`src/rtl/pipe_pkg.sv`:
```
// Shared definitions for the 5-stage datapath inter-stage registers.
// Holds the packed control word layout, its NOP value and the data payload
// widths used by each pipeline boundary.
package pipe_pkg;

  // Packed control word; the upper bits are padding to a 16-bit payload.
  typedef struct packed {
    logic [4:0] pad;
    logic [2:0] alu_op;
    logic       ext_op;
    logic       jump;
    logic       reg_write;
    logic       alu_src;
    logic       mem_write;
    logic       mem_to_reg;
    logic       branch;
    logic       reg_dst;
  } ctrl_t;

  localparam int unsigned CTRL_BITS = $bits(ctrl_t);
  localparam ctrl_t       CTRL_NOP  = '0;

  // Data payload widths per pipeline boundary.
  localparam int unsigned IF_ID_DATA_W  = 64;
  localparam int unsigned ID_EX_DATA_W  = 128;
  localparam int unsigned EX_MEM_DATA_W = 128;
  localparam int unsigned MEM_WB_DATA_W = 96;

endpackage

```
`src/rtl/pipe_skid_slot.sv`:
```
// Single storage slot of a pipeline stage: valid bit, data payload and
// control payload, updated on the falling edge of clk.
// Ports:
//   clk, rst      stage clock (falling-edge active), async active-low reset
//   flush         drop the held beat; control goes to NOP, data retained
//   load          capture ld_data/ld_ctrl and mark valid
//   clear         drop the held beat (bubble); control goes to NOP
//   valid/data/ctrl  slot contents
// Priority: flush > load > clear.
module pipe_skid_slot
  import pipe_pkg::*;
#(
  parameter int unsigned       DATA_W  = 128,
  parameter int unsigned       CTRL_W  = 16,
  parameter logic [CTRL_W-1:0] NOP_VAL = '0
) (
  input  logic              clk,
  input  logic              rst,
  input  logic              flush,
  input  logic              load,
  input  logic              clear,
  input  logic [DATA_W-1:0] ld_data,
  input  logic [CTRL_W-1:0] ld_ctrl,
  output logic              valid,
  output logic [DATA_W-1:0] data,
  output logic [CTRL_W-1:0] ctrl
);

  logic              valid_q, valid_d;
  logic [DATA_W-1:0] data_q, data_d;
  logic [CTRL_W-1:0] ctrl_q, ctrl_d;

  always_comb begin
    valid_d = valid_q;
    data_d  = data_q;
    ctrl_d  = ctrl_q;
    if (flush) begin
      // Data is deliberately kept; only the control side becomes a bubble.
      valid_d = 1'b0;
      ctrl_d  = NOP_VAL;
    end else if (load) begin
      valid_d = 1'b1;
      data_d  = ld_data;
      ctrl_d  = ld_ctrl;
    end else if (clear) begin
      valid_d = 1'b0;
      ctrl_d  = NOP_VAL;
    end
  end

  always_ff @(negedge clk or negedge rst) begin
    if (!rst) begin
      valid_q <= 1'b0;
      data_q  <= '0;
      ctrl_q  <= NOP_VAL;
    end else begin
      valid_q <= valid_d;
      data_q  <= data_d;
      ctrl_q  <= ctrl_d;
    end
  end

  assign valid = valid_q;
  assign data  = data_q;
  assign ctrl  = ctrl_q;

endmodule

```
`src/rtl/pipe_stage_reg.sv`:
```
// Generic inter-stage pipeline register with valid/ready handshake and a
// 2-entry skid buffer (main + skid). in_ready is registered (!skid_valid), so
// there is no combinational path from out_ready to in_ready.
// All state changes on the falling edge of clk; rst is async active-low.
// Ports:
//   flush               discard held and incoming beats (wins over accept/pop)
//   in_valid/in_ready   upstream handshake, in_data/in_ctrl payload
//   out_valid/out_ready downstream handshake, out_data/out_ctrl payload
//   out_ctrl            forced to CTRL_NOP whenever out_valid is low
//   bubble_cnt          saturating bubble counter, only with PIPE_BUBBLE_CNT_EN
module pipe_stage_reg #(
  parameter int unsigned       DATA_W   = pipe_pkg::ID_EX_DATA_W,
  parameter int unsigned       CTRL_W   = pipe_pkg::CTRL_BITS,
  parameter logic [CTRL_W-1:0] CTRL_NOP = '0
`ifdef PIPE_BUBBLE_CNT_EN
  ,
  parameter int unsigned       CNT_W    = 16
`endif
) (
  input  logic              clk,
  input  logic              rst,
  input  logic              flush,
  input  logic              in_valid,
  output logic              in_ready,
  input  logic [DATA_W-1:0] in_data,
  input  logic [CTRL_W-1:0] in_ctrl,
  output logic              out_valid,
  input  logic              out_ready,
  output logic [DATA_W-1:0] out_data,
  output logic [CTRL_W-1:0] out_ctrl
`ifdef PIPE_BUBBLE_CNT_EN
  ,
  output logic [CNT_W-1:0]  bubble_cnt
`endif
);

  logic              main_valid, skid_valid;
  logic [DATA_W-1:0] main_data, skid_data, main_ld_data;
  logic [CTRL_W-1:0] main_ctrl, skid_ctrl, main_ld_ctrl;
  logic              accept, pop;
  logic              main_load, main_clear, skid_load, skid_clear;

  assign in_ready = ~skid_valid;
  assign accept   = in_valid & in_ready;
  assign pop      = main_valid & out_ready;

  always_comb begin
    main_load  = 1'b0;
    main_clear = 1'b0;
    skid_load  = 1'b0;
    skid_clear = 1'b0;
    if (pop && skid_valid) begin
      main_load  = 1'b1;
      skid_load  = accept;
      skid_clear = ~accept;
    end else if (pop) begin
      main_load  = accept;
      main_clear = ~accept;
    end else if (main_valid) begin
      skid_load  = accept;
    end else begin
      main_load  = accept;
    end
  end

  // Skid is only ever valid while main is valid, so when main loads with the
  // skid occupied it must be a drain; otherwise it takes the input beat.
  assign main_ld_data = skid_valid ? skid_data : in_data;
  assign main_ld_ctrl = skid_valid ? skid_ctrl : in_ctrl;

  pipe_skid_slot #(
    .DATA_W  (DATA_W),
    .CTRL_W  (CTRL_W),
    .NOP_VAL (CTRL_NOP)
  ) u_main (
    .clk     (clk),
    .rst     (rst),
    .flush   (flush),
    .load    (main_load),
    .clear   (main_clear),
    .ld_data (main_ld_data),
    .ld_ctrl (main_ld_ctrl),
    .valid   (main_valid),
    .data    (main_data),
    .ctrl    (main_ctrl)
  );

  pipe_skid_slot #(
    .DATA_W  (DATA_W),
    .CTRL_W  (CTRL_W),
    .NOP_VAL (CTRL_NOP)
  ) u_skid (
    .clk     (clk),
    .rst     (rst),
    .flush   (flush),
    .load    (skid_load),
    .clear   (skid_clear),
    .ld_data (in_data),
    .ld_ctrl (in_ctrl),
    .valid   (skid_valid),
    .data    (skid_data),
    .ctrl    (skid_ctrl)
  );

  assign out_valid = main_valid;
  assign out_data  = main_data;
  // Downstream logic that ignores valid still sees a bubble.
  assign out_ctrl  = main_valid ? main_ctrl : CTRL_NOP;

`ifdef PIPE_BUBBLE_CNT_EN
  logic [CNT_W-1:0] bubble_cnt_q, bubble_cnt_d;

  always_comb begin
    bubble_cnt_d = bubble_cnt_q;
    if ((!main_valid || flush) && (bubble_cnt_q != {CNT_W{1'b1}})) begin
      bubble_cnt_d = bubble_cnt_q + CNT_W'(1);
    end
  end

  always_ff @(negedge clk or negedge rst) begin
    if (!rst) begin
      bubble_cnt_q <= '0;
    end else begin
      bubble_cnt_q <= bubble_cnt_d;
    end
  end

  assign bubble_cnt = bubble_cnt_q;
`endif

endmodule

```
`config.mk`:
```
export PLATFORM = sky130hd
export DESIGN_NAME = pipe_stage_reg
export DESIGN_NICKNAME = d
export VERILOG_FILES = /design/src/rtl/pipe_pkg.sv /design/src/rtl/pipe_skid_slot.sv /design/src/rtl/pipe_stage_reg.sv
export SDC_FILE = /design/constraint.sdc
export NUM_CORES = 1
export LEC_CHECK = 0
export ABC_AREA = 1
export ABC_CLOCK_PERIOD_IN_PS = 2200
export CORE_ASPECT_RATIO = 0.7
export CORE_MARGIN = 1.5
export CORE_UTILIZATION = 50
export CTS_BUF_LIST = sky130_fd_sc_hd__clkbuf_8
export CTS_CLUSTER_DIAMETER = 120
export DETAILED_ROUTE_END_ITERATION = 16
export PLACE_DENSITY = 0.88
export RECOVER_POWER = 25
export SLEW_MARGIN = 25
export SYNTH_ARGS = -nofsm -noshare
export SYNTH_HDL_FRONTEND = slang
export SYNTH_HIERARCHICAL = 1
export SYNTH_SLANG_ARGS = --single-unit
export TNS_END_PERCENT = 100
```
`constraint.sdc`:
```
create_clock -name clk -period 2.2 [get_ports clk]
set_input_delay 0.33 -clock clk [delete_from_list [all_inputs] [get_ports clk]]
set_output_delay 0.33 -clock clk [all_outputs]
set_load 0.1 [all_outputs]
```
==> out/metrics.csv <==
stage,metric,value,unit
synthesis,synth.ff_latch_count,290,
final_layout,fin_nets,2252,
synthesis,netlist-cell-type-count,13,
global_route,grtUsageTotal,31.3,%
cts,cts_tree,built,
final_layout,mostFrequentLayoutCells,"1261 x nand2_1, 290 x dfrtn_1, 163 x buf_12",
global_route,grt_pass1_vias,12900,
setup_path,startpoint_type,register,
placed_design,io_buffers,294,
placed_design,place.gp.congestion,0.839,
cts,root_buffer,clkbuf_8,
die,rows,49,
routing,num_vias,13700,
power,powerDensity,1050,nW/µm²
global_route,antenna_found_initial,2,
global_route,grt_first_pass_wirelength,66400,µm
sta,finalMaxSlewViolations,0,
run_status,status,"finished, violations left",
placed_design,dp.cells,2316,
cts,cts_buffers,45,
die,ios,295,
final_layout,final_cells,2466,
final_layout,postLayoutCellArea,19900,µm²
sta,clock_skew,0.0142,ns
power,vdd_drop_max,0.000708,V
routing,avgViaCountPerCell,5.55,
job,drv_cap,0,
synthesis,syn_nets,1890,
die,core-area,25600,µm²
synthesis,netlist_area,13000,µm²
synthesis,syn_inst,1741,
placed_design,dp_hpwl,25200,µm
sta,slew_headroom,47.5,%
setup_path,cp_data_arrival_time,2.63,ns
synthesis,post_synth.cell_area_avg,7.46,µm²
setup_path,path_max_fanout,6,
cts,clk_pin_slew_worst_paths,0.05,ns
final_layout,final_util,77.9,%
routing,drtIter0Drc,1535,
global_route,grt_max_degree,119,
sta,fin_ws,-0.761,ns
min_path,whs_path_depth,2,
die,die_area,27000,µm²
routing,firstDrtPassIters,6,
die,dieWidth,196,µm
run_status,failed_checks,negative setup slack,
setup_path,ff2ff_path_depth,11,
global_route,grt_remaining_overflow,0,
final_layout,drive_gt1_share,18.1,%
routing,ant_nets,0,
final_layout,syn_to_final_growth,53.5,%
sta,setup_tns,-66.76,ns
synthesis,ys_seq_area_share,55.9,%
cts,cts_hold_buf,0,
synthesis,yosysWarnings,6,
sta,rsz0062_at_grt,true,
power,p_leak,10.8,nW
setup_path,required,1.87,ns
sta,setup_viol,151,
sta,worst_pin_slew,0.787,ns
setup_path,reg2reg_slack,0.10,ns
die,initial_core_util,50.8,%
sta,finalHoldViolCount,0,
routing,drc_errors,0,
cts,cts.sinks,290,
sta,hold_slack,0.425,ns
placed_design,placed_area,17900,µm²
routing,wl_per_cell,19.6,µm
setup_path,path_class,reg -> out,
routing,drt-total-wl,48200,µm
min_path,holdCritPathClass,reg -> reg,
die,die_h,138,µm
final_layout,final_common_cell,nand2_1,
setup_path,end_kind,output port,
cts,htreeDepth,2,
final_layout,fillCellCount,1498,
cts,clk_latency,0.53,ns
cts,clockBufferDepth,3,
==> repair_timing <==
action | in CTS | in global routing
setup endpoints to repair | 436 | 328
pin swaps | 1 | 5
gates cloned | 5 | 17
resized for setup | 45 | 30
setup buffers | 34 | 16
==> final timing paths <==
| kind | start | to |
|---|---|---|
| setup / recovery | u_main/valid | out_ctrl[11] |
| hold / removal | u_skid/data[89] | u_skid/data[89] |
| setup reg to reg | u_skid/valid | u_main/data[119] |
| hold reg to reg | u_skid/data[89] | u_skid/data[89] |
| max in group asynchronous | rst | u_skid/data[84] |
| min in group asynchronous | rst | u_skid/data[101] |
==> cells by family after synthesis <==
kind of cell           after synthesis  synth area share, %
and+or+nand+nor                   1331                 39.0
DFF                                290                 55.9
buffers and inverters              120                 5.11
==> critical path, cell delays in order, from the launching register on <==
cell	delay [ns]
dfrtn_1	0.49
buf_6	0.19
nand2_2	0.08
clkinvlp_4	0.08
buf_12	0.16
==> registers in the layout, summed over array words and instances (netlist names) <==
| signal | count |
|---|---|
| u_skid/valid | 1 |
| u_main/data | 128 |
| u_skid/ctrl | 16 |
| u_main/valid | 1 |
| u_main/ctrl | 16 |
| u_skid/data | 128 |
==> per-layer routing <==
metal	vias to the layer above	routed length, µm	track usage, %
li1	5940	-	-
met5	-	13	0
met3	229	5900	8.76
met4	2	2000	13.9
met2	1078	22500	50.2
met1	6448	17800	40.1
==> synth_stat cells <==
master	number	area share, %
dfrtn_1	290	56
nand3_1	35	1.3
nand2_1	1289	37
nor2_4	2	0.17
clkbuf_1	12	0.35
nor3_1	1	0.039
inv_1	19	0.55
nor2_1	2	0.058
buf_2	38	1.5
buf_1	2	0.058
nor2_2	2	0.096
buf_4	44	2.5
inv_2	5	0.14
==> final cells by class <==
type                       count  area, µm²  share of cell area (%)
clock inverter                19        136                   0.685
tap                          331        414                    2.08
timing repair buffer         408       5870                    29.5
inverter                      24        155                   0.779
clock buffer                  59        812                    4.08
sequential                   290       7260                    36.4
antenna                        1       2.50                  0.0126
multi-input combinational   1334       5270                    26.4
==> per-stage QoR <==
| step | setup slack [ns] | power [mW] |
|---|---|---|
| detailed placement | -0.869 | 15.5 |
| global placement | -0.801 | 15.3 |
| CTS | -0.747 | 20.5 |
| finish | -0.761 | 21.0 |
| global route | -0.831 | 21.7 |
| floorplan | -0.983 | 12.1 |
==> where the power goes <==
part	internal [mW]	total (mW)	switching, mW	leakage [nW]
sequential	6.63	7.66	1.04	3.68
combinational	3.06	8.49	5.43	6.55
clock	2.63	4.82	2.19	0.533
No activity file was read; power rests on OpenSTA's default activity.
